--- config.mk ---
export PLATFORM = sky130hd
export DESIGN_NAME = cfs_apb_master_arbiter
export DESIGN_NICKNAME = d
export VERILOG_FILES = /design/src/rtl/cfs_apb_arb_pkg.sv /design/src/rtl/cfs_apb_rr_arbiter.sv /design/src/rtl/cfs_apb_master_arbiter.sv
export SDC_FILE = /design/constraint.sdc
export NUM_CORES = 1
export LEC_CHECK = 0
export BUFFER_PORTS_ARGS = -buffer_cell sky130_fd_sc_hd__clkbuf_2
export CELL_PAD_IN_SITES_DETAIL_PLACEMENT = 1
export CELL_PAD_IN_SITES_GLOBAL_PLACEMENT = 1
export CORE_ASPECT_RATIO = 1.1
export CORE_MARGIN = 8
export CORE_UTILIZATION = 28
export DETAILED_ROUTE_END_ITERATION = 8
export PLACE_DENSITY = 0.82
export SLEW_MARGIN = 30
export SYNTH_ARGS = -nofsm -noshare
export SYNTH_HDL_FRONTEND = slang
export SYNTH_HIERARCHICAL = 1
export SYNTH_SLANG_ARGS = --single-unit
--- constraint.sdc ---
create_clock -name pclk -period 1.6 [get_ports pclk]
set_input_delay 0.32 -clock pclk [delete_from_list [all_inputs] [get_ports pclk]]
set_output_delay 0.32 -clock pclk [all_outputs]
set_load 0.02 [all_outputs]
--- src/rtl/cfs_apb_arb_pkg.sv ---
// Shared types and width helpers for the APB master arbiter.
package cfs_apb_arb_pkg;

    // APB transfer sequencing states
    typedef enum logic [1:0] {
        ST_IDLE   = 2'd0,
        ST_SETUP  = 2'd1,
        ST_ACCESS = 2'd2
    } arb_state_t;

    localparam int MIN_REQ = 2;
    localparam int MAX_REQ = 8;

    // Width of an index able to address n items; never narrower than one bit
    function automatic int idx_w(input int n);
        return (n > 1) ? $clog2(n) : 1;
    endfunction

endpackage

--- src/rtl/cfs_apb_rr_arbiter.sv ---
// Combinational round-robin grant: first valid requester above last_grant, with wrap.
module cfs_apb_rr_arbiter
    import cfs_apb_arb_pkg::*;
#(
    parameter int NUM_REQ = 2,
    parameter int IDX_W   = idx_w(NUM_REQ)
) (
    input  logic [NUM_REQ-1:0] i_req_valid,
    input  logic [IDX_W-1:0]   i_last_grant,
    output logic [NUM_REQ-1:0] o_grant,
    output logic [IDX_W-1:0]   o_grant_idx
);

    // Scan candidates in priority order last_grant+1, last_grant+2, ... wrapping once
    always_comb begin : p_rr
        int unsigned         v_idx;
        logic [IDX_W-1:0]    v_sel;
        logic                v_found;
        o_grant     = '0;
        o_grant_idx = '0;
        v_found     = 1'b0;
        for (int unsigned k = 1; k <= NUM_REQ; k++) begin
            v_idx = (32'(i_last_grant) + k) % NUM_REQ;
            v_sel = IDX_W'(v_idx);
            if (!v_found && i_req_valid[v_sel]) begin
                v_found        = 1'b1;
                o_grant[v_sel] = 1'b1;
                o_grant_idx    = v_sel;
            end
        end
    end

endmodule

--- src/rtl/cfs_apb_master_arbiter.sv ---
// Round-robin arbiter sharing one APB master port between NUM_REQ requesters,
// with SETUP/ACCESS sequencing, response return and an ACCESS-phase timeout.
module cfs_apb_master_arbiter
    import cfs_apb_arb_pkg::*;
#(
    parameter int NUM_REQ        = 2,
    parameter int ADDR_WIDTH     = 16,
    parameter int DATA_WIDTH     = 32,
    parameter int TIMEOUT_CYCLES = 16
) (
    input  logic                          pclk,
    input  logic                          preset_n,
    input  logic [NUM_REQ-1:0]            req_valid,
    output logic [NUM_REQ-1:0]            req_ready,
    input  logic [NUM_REQ*ADDR_WIDTH-1:0] req_addr,
    input  logic [NUM_REQ-1:0]            req_write,
    input  logic [NUM_REQ*DATA_WIDTH-1:0] req_wdata,
    output logic [NUM_REQ-1:0]            rsp_valid,
    output logic [DATA_WIDTH-1:0]         rsp_rdata,
    output logic                          rsp_err,
    output logic [ADDR_WIDTH-1:0]         paddr,
    output logic                          pwrite,
    output logic                          psel,
    output logic                          penable,
    output logic [DATA_WIDTH-1:0]         pwdata,
    input  logic                          pready,
    input  logic [DATA_WIDTH-1:0]         prdata,
    input  logic                          pslverr,
    output logic                          timeout_pulse
);

    localparam int IDX_W = idx_w(NUM_REQ);
    localparam int CNT_W = idx_w(TIMEOUT_CYCLES);
    localparam logic [CNT_W-1:0] TMO_LAST =
        (TIMEOUT_CYCLES > 0) ? CNT_W'(TIMEOUT_CYCLES - 1) : '0;

    arb_state_t            r_state;
    logic [IDX_W-1:0]      r_last_grant;
    logic [CNT_W-1:0]      r_tmo_cnt;
    logic [ADDR_WIDTH-1:0] r_paddr;
    logic                  r_pwrite;
    logic [DATA_WIDTH-1:0] r_pwdata;
    logic [NUM_REQ-1:0]    r_rsp_valid;
    logic [DATA_WIDTH-1:0] r_rsp_rdata;
    logic                  r_rsp_err;
    logic                  r_timeout_pulse;

    logic [NUM_REQ-1:0]    w_grant;
    logic [IDX_W-1:0]      w_grant_idx;
    logic                  w_handshake;
    logic                  w_tmo_hit;
    logic [ADDR_WIDTH-1:0] w_addr_arr  [NUM_REQ];
    logic [DATA_WIDTH-1:0] w_wdata_arr [NUM_REQ];

    for (genvar g = 0; g < NUM_REQ; g++) begin : g_unpack
        assign w_addr_arr[g]  = req_addr[g*ADDR_WIDTH +: ADDR_WIDTH];
        assign w_wdata_arr[g] = req_wdata[g*DATA_WIDTH +: DATA_WIDTH];
    end

    cfs_apb_rr_arbiter #(
        .NUM_REQ (NUM_REQ),
        .IDX_W   (IDX_W)
    ) u_rr (
        .i_req_valid  (req_valid),
        .i_last_grant (r_last_grant),
        .o_grant      (w_grant),
        .o_grant_idx  (w_grant_idx)
    );

    // Grants are only offered while idle; any set ready bit implies a handshake
    assign req_ready   = (r_state == ST_IDLE) ? w_grant : '0;
    assign w_handshake = |req_ready;
    assign w_tmo_hit   = (TIMEOUT_CYCLES != 0) && (r_tmo_cnt == TMO_LAST);

    assign psel          = (r_state != ST_IDLE);
    assign penable       = (r_state == ST_ACCESS);
    assign paddr         = r_paddr;
    assign pwrite        = r_pwrite;
    assign pwdata        = r_pwdata;
    assign rsp_valid     = r_rsp_valid;
    assign rsp_rdata     = r_rsp_rdata;
    assign rsp_err       = r_rsp_err;
    assign timeout_pulse = r_timeout_pulse;

    // Transfer FSM: accept, SETUP, ACCESS with wait states / timeout, respond
    always_ff @(posedge pclk) begin
        if (!preset_n) begin
            r_state         <= ST_IDLE;
            r_last_grant    <= IDX_W'(NUM_REQ - 1);
            r_tmo_cnt       <= '0;
            r_paddr         <= '0;
            r_pwrite        <= 1'b0;
            r_pwdata        <= '0;
            r_rsp_valid     <= '0;
            r_rsp_rdata     <= '0;
            r_rsp_err       <= 1'b0;
            r_timeout_pulse <= 1'b0;
        end else begin
            r_rsp_valid     <= '0;
            r_timeout_pulse <= 1'b0;
            case (r_state)
                ST_IDLE: begin
                    if (w_handshake) begin
                        r_paddr      <= w_addr_arr[w_grant_idx];
                        r_pwrite     <= req_write[w_grant_idx];
                        r_pwdata     <= w_wdata_arr[w_grant_idx];
                        r_last_grant <= w_grant_idx;
                        r_state      <= ST_SETUP;
                    end
                end
                ST_SETUP: begin
                    r_tmo_cnt <= '0;
                    r_state   <= ST_ACCESS;
                end
                ST_ACCESS: begin
                    if (pready) begin
                        r_rsp_rdata <= r_pwrite ? '0 : prdata;
                        r_rsp_err   <= pslverr;
                        r_rsp_valid <= NUM_REQ'(1) << r_last_grant;
                        r_tmo_cnt   <= '0;
                        r_state     <= ST_IDLE;
                    end else if (w_tmo_hit) begin
                        r_rsp_rdata     <= '0;
                        r_rsp_err       <= 1'b1;
                        r_rsp_valid     <= NUM_REQ'(1) << r_last_grant;
                        r_timeout_pulse <= 1'b1;
                        r_tmo_cnt       <= '0;
                        r_state         <= ST_IDLE;
                    end else begin
                        r_tmo_cnt <= r_tmo_cnt + 1'b1;
                    end
                end
                default: begin
                    r_tmo_cnt <= '0;
                    r_state   <= ST_IDLE;
                end
            endcase
        end
    end

endmodule

# Word-level counts from Yosys, hierarchy flattened
# Index checks and enable logic that the tools add are counted.
# op_classes
addsub,3
bitwise_logic,4
reduce_logical,13
magnitude_cmp,6
n_shift,1
eq_ne,5
muxes,37
# op_table
cell,count
two-way mux 32 bit,6
two-way mux 16 bit,3
two-way mux 2 bit,8
two-way mux 1 bit,14
two-way mux 4 bit,2
one-hot mux 4 bit (2 select lines),1
AND reduction 2 bit,4
"< comparator 1 x 2 -> 1 bit, second input constant",3
one-hot mux 2 bit (3 select lines),1
"adder 4 x 1 -> 4 bit, second input constant",1
"equality test 4 bit, second input constant",1
nonzero test 2 bit,2
logical AND 1 bit,3
"inequality test 3 x 1 -> 1 bit, second input constant",1
OR reduction 3 bit,1
"adder 1 bit, second input constant",2
demux 1 bit (select 1 bit),2
"equality test 2 x 1 -> 1 bit, second input constant",1
"equality test 2 bit, second input constant",1
"greater-or-equal comparator 1 bit, second input constant",2
"greater-or-equal comparator 2 bit, second input constant",1
zero test 2 bit,1
"inequality test 2 bit, second input constant",1
NOT 1 bit,2
other kinds (5),5
# totals
reg_bits,92
output_inout_bits,89
word_cells,79

# Depth between registers and ports, before layout
# depth
depth_word,12
mapped_depth,8
mapped_depth_nobuf,5

# Modules after synthesis
# Netlist, hierarchy kept.
# modules_own_cells
module,instances,area_per_inst_um2,seq_area_each_um2,cells_each
cfs_apb_master_arbiter,1,3956.3,1841.8,420
cfs_apb_rr_arbiter,1,26.3,0.0,4

# Least setup slack after synthesis
# Ideal clock, no wire load.
# synth_timing
path_type,register -> register
start,reg r_last_grant
end,reg r_last_grant
setup_ps,142
required_time_ps,1458
stages_incl_launch_ff,9
n_path_buf,3
arrival_ps,1365
setup_slack_ps,93
cell_sequence,dfxtp_1 -> inv_1 -> a21boi_1 -> or2_0 -> clkbuf_1 -> and2_1 -> clkbuf_1 -> buf_2 -> o211ai_1
# synth_between
elab_chain_len,11
# synth_rtl
element,line,source
"start, declared",cfs_apb_master_arbiter.sv:38,logic [IDX_W-1:0] r_last_grant;
"start signal, assigned",cfs_apb_master_arbiter.sv:89,r_last_grant <= IDX_W'(NUM_REQ - 1);
"start signal, assigned",cfs_apb_master_arbiter.sv:107,r_last_grant <= w_grant_idx;
adder 1 bit,cfs_apb_rr_arbiter.sv:23,v_idx = (32'(i_last_grant) + k) % NUM_REQ;
< comparator 1 x 2 -> 1 bit (implied by the code) / greater-or-equal comparator 1 bit (equally long branches),cfs_apb_rr_arbiter.sv:27,o_grant[v_sel] = 1'b1;
logical AND 1 bit (implied by the code),cfs_apb_rr_arbiter.sv:27,
two-way mux 1 bit (implied by the code),cfs_apb_rr_arbiter.sv:27,
demux 1 bit (select 1 bit),--,
two-way mux 2 bit,cfs_apb_rr_arbiter.sv:25,if (!v_found && i_req_valid[v_sel]) begin
OR 2 bit (no line),--,
two-way mux 2 bit *,cfs_apb_rr_arbiter.sv:25,
net w_grant[0],cfs_apb_master_arbiter.sv:48,logic [NUM_REQ-1:0] w_grant;
two-way mux 2 bit *,cfs_apb_master_arbiter.sv:71,assign req_ready = (r_state == ST_IDLE) ? w_grant : '0;
OR reduction 2 bit *,cfs_apb_master_arbiter.sv:72,assign w_handshake = |req_ready;
AND reduction 2 bit (no line) *,--,
# The timed path passes the listed nets; every way through them passes the cells marked *. The select of a mux whose other input is x is not followed.
# A chain may end at the register's enable or synchronous reset.

# Worst setup path after layout
# layout_timing
start,reg r_last_grant
end,reg r_paddr[3] (netlist: paddr[3])
# layout_between
elab_chain_len,11
# layout_rtl
element,line,source
adder 1 bit,cfs_apb_rr_arbiter.sv:23,
< comparator 1 x 2 -> 1 bit (implied by the code) / greater-or-equal comparator 1 bit (equally long branches),cfs_apb_rr_arbiter.sv:27,
logical AND 1 bit (implied by the code),cfs_apb_rr_arbiter.sv:27,
two-way mux 1 bit (implied by the code),cfs_apb_rr_arbiter.sv:27,
demux 1 bit (select 1 bit),--,
two-way mux 2 bit,cfs_apb_rr_arbiter.sv:25,
OR 2 bit (no line),--,
two-way mux 2 bit *,cfs_apb_rr_arbiter.sv:25,
net w_grant[0],cfs_apb_master_arbiter.sv:48,
two-way mux 2 bit *,cfs_apb_master_arbiter.sv:71,
OR reduction 2 bit *,cfs_apb_master_arbiter.sv:72,
AND reduction 2 bit (no line) *,--,
"end signal, assigned",cfs_apb_master_arbiter.sv:104,r_paddr <= w_addr_arr[w_grant_idx];
"end, declared",cfs_apb_master_arbiter.sv:40,logic [ADDR_WIDTH-1:0] r_paddr;
# Marked as above.

==> results_dict.tcl <==
set metrics [dict create \
    synthesis.nets 561 \
    hold_path.class "in2reg" \
    htreeDepth 3 \
    area_growth_syn_to_layout_pct 50.8 \
    synthArstFlopShare_pct 0 \
    synth_edf_count 0 \
    final_core_util_pct 43.4 \
    dr_wl_met3_um 1420 \
    drt.antenna.violating_nets 0 \
    coreArea_sq_mm 0.0139 \
    io_buffers 224 \
    grt_pass1_vias 4635 \
    final_area_sq_mm 0.00601 \
    syn_inst 424 \
    cp_slowest_cell "dfxtp_4" \
    max_stage_delay_ns 0.36 \
    avgRoutedWirePerCell_um 18.2 \
    yosys_warnings 6 \
    start_util_pct 28.8 \
    clock_latency_ns 0.34 \
    drc 0 \
    period_needed_ns 1.59 \
    status "finished clean" \
    worst_pin_slew_ns 0.442 \
    ys_seq_area_share_pct 46.2 \
    first_iter_violations 103 \
    max_freq_mhz 630 \
    multi_input_area_sq_mm 0.00208 \
    cts.sinks 92 \
    vias_per_cell 4.83 \
    num_antenna_cells 0 \
    pre_cts_ws_ns -0.192 \
    clk_path_buf_depth 2 \
    synth-main-ff-cell "dfxtp_1" \
    regArea_sq_mm 0.00185 \
    num_vias 4083 \
    fin_nets 789 \
    syn-cell-area_sq_mm 0.00398 \
    path_max_fanout 36 \
    drv_cap 0 \
    wl_met1_um 5950 \
    final.setup_skew_ns 0.00939 \
    wl_met2_um 7690 \
    hold_viol_final 0 \
    fp.dieW_um 130 \
    setup_viol 0 \
    die_y_um 141 \
    worst-path-buf-inv 2 \
    slew_headroom_pct 70.5 \
    fin_ws_ns 0.0124 \
    peakVddDrop_mv 0.424 \
    dieArea_sq_mm 0.0183 \
    grt_pass1_wl_um 23400 \
    p_per_area_mw_per_mm2 1090 \
    overflow 0 \
    ys_ff_latch 92 \
    highest_layer "met4" \
    final.fill_count 1651 \
    startpoint_type "flip-flop" \
    worstPathArrival_ns 1.81 \
    clk_pin_slew_worst_paths_ns 0.07 \
    clock_tree.root_cell "clkbuf_16" \
    fin_crit_sh_pct 99.2 \
    place_congestion 0.818 \
    worstSetupPathType "reg2reg" \
    finalWirelength_um 15300 \
    timing.hold.ws_ns 0.206 \
    firstDrtPassIters 4 \
    p_total_mw 6.52 \
    cp.required_ns 1.82 \
    path_cells "inv_1, a21boi_2, or2_2, and2_4, buf_12, a211oi_1" \
    grt_start_max_net_pins 44 \
    dpl_cell_area_sq_mm 0.00543 \
    grt_use_total_pct 16.1 \
    place.detailed.hpwl_um 11900 \
    critPathCaptureType "flip-flop" \
    avgSynthCellArea_sq_um 9.39 \
    cts_tree "built" \
    leakagePower_nw 2.69 \
    antenna_found_initial 0 \
    ios 225 \
    cts_buffers 9 \
    critical_path.top_delay_family "simple AND/OR/NAND/NOR gates" \
    final_max_slew_viol_count 0 \
    final_layout_size_suffix_gt1_share_pct 46.9 \
    hold_buffers 0 \
    synth.distinct_cells 34 \
    rows 45 \
]
[worst paths after layout]
check	from	cells past startpoint	to	slack, ns
setup reg to reg	r_last_grant	6	paddr[3]	0.01
setup / recovery	r_last_grant	6	paddr[3]	0.01
hold reg to reg	rsp_rdata[24]	2	rsp_rdata[24]	0.46
hold / removal	prdata[28]	3	rsp_rdata[28]	0.21
[metal layers]
metal,up-vias,track usage [%]
met2,171,29.0
met1,1926,16.9
met3,19,5.17
met5,-,0
met4,0,6.00
li1,1967,-
[power by group]
part / switching (mW) / total (mW) / leakage (nW) / internal [mW]
clock network: 0.917 / 2.14 / 0.146 / 1.22
registers: 0.139 / 2.64 / 0.756 / 2.50
logic: 1.01 / 1.74 / 1.78 / 0.731
total: 2.07 / 6.52 / 2.69 / 4.45
[worst reg2reg max path, cell delays in order, from the launching register on]
cell and delay, ns:
dfxtp_4 0.36, inv_1 0.06, a21boi_2 0.05, or2_2 0.34, and2_4 0.20, buf_12 0.18
a211oi_1 0.29
[sequential cells by signal, indices dropped and copies added (netlist names), 2 cells and up]
signal / flops
paddr: 16
pwdata: 32
r_state: 2
r_tmo_cnt: 4
rsp_rdata: 32
rsp_valid: 2
[cells in the mapped netlist, types with 2 or more instances]
cell type  number  area [sq um]
a31oi_1         3          18.8
inv_1           5          18.8
buf_2          21           105
a211oi_1       49           368
a21boi_0        2          15.0
a21oi_1        52           260
nor2_1          5          18.8
nand2b_1        3          18.8
dfxtp_1        92          1840
clkbuf_1       19          71.3
mux2i_1        82           821
nor4_1          2          12.5
and2_1          3          18.8
nand3_1         2          10.0
nand2_1        65           244
[timing repair]
item | in CTS | in global routing
setup buffers | 2 | 8
pin swaps | 1 | 1
hold endpoints to repair | 0 | 0
endpoints found under the setup margin | 51 | 49
resized for setup | 9 | 34
cloned | 0 | 2
[kinds of logic (layout without fill, tap and decap cells)]
family | count (synthesis) | count (layout) | synth area share [%]
AOI/OAI and AO/OA | 110 | 110 | 17.3
adders and majority gates | 1 | 1 | 0.314
buffers and inverters | 47 | 280 | 5.18
DFF | 92 | 92 | 46.2
muxes | 82 | 82 | 20.6
and+or+nand+nor | 92 | 92 | 10.3
[through the flow]
stage,instances,setup TNS [ns]
detailed placement,817,-5.35
global placement,817,0
finish,845,0
CTS,835,-0.00284
floorplan,424,0
global route,845,-0.0679
[placed cells by master, fill, tap and decap left out, drive strengths merged, types with 2 or more instances in the layout]
cell type / count
clkbuf: 234
dfxtp: 92
mux2i: 82
nand2: 65
a21oi: 52
a211oi: 49
buf: 33
inv: 8
nor2: 6
a31oi: 3
and2: 3
nand2b: 3
clkinv: 3
a21boi: 3
nor4: 2
nand3: 2
[cell type report]
type                    instances  area share (%)
clock buffers                   9            3.75
well taps                     188            3.92
repair buffers                258            25.3
clock inverters                 7            1.23
multi-input cells             285            34.7
flip-flops and latches         92            30.8
inverters                       6           0.375
(Power assumes the default switching activity.)
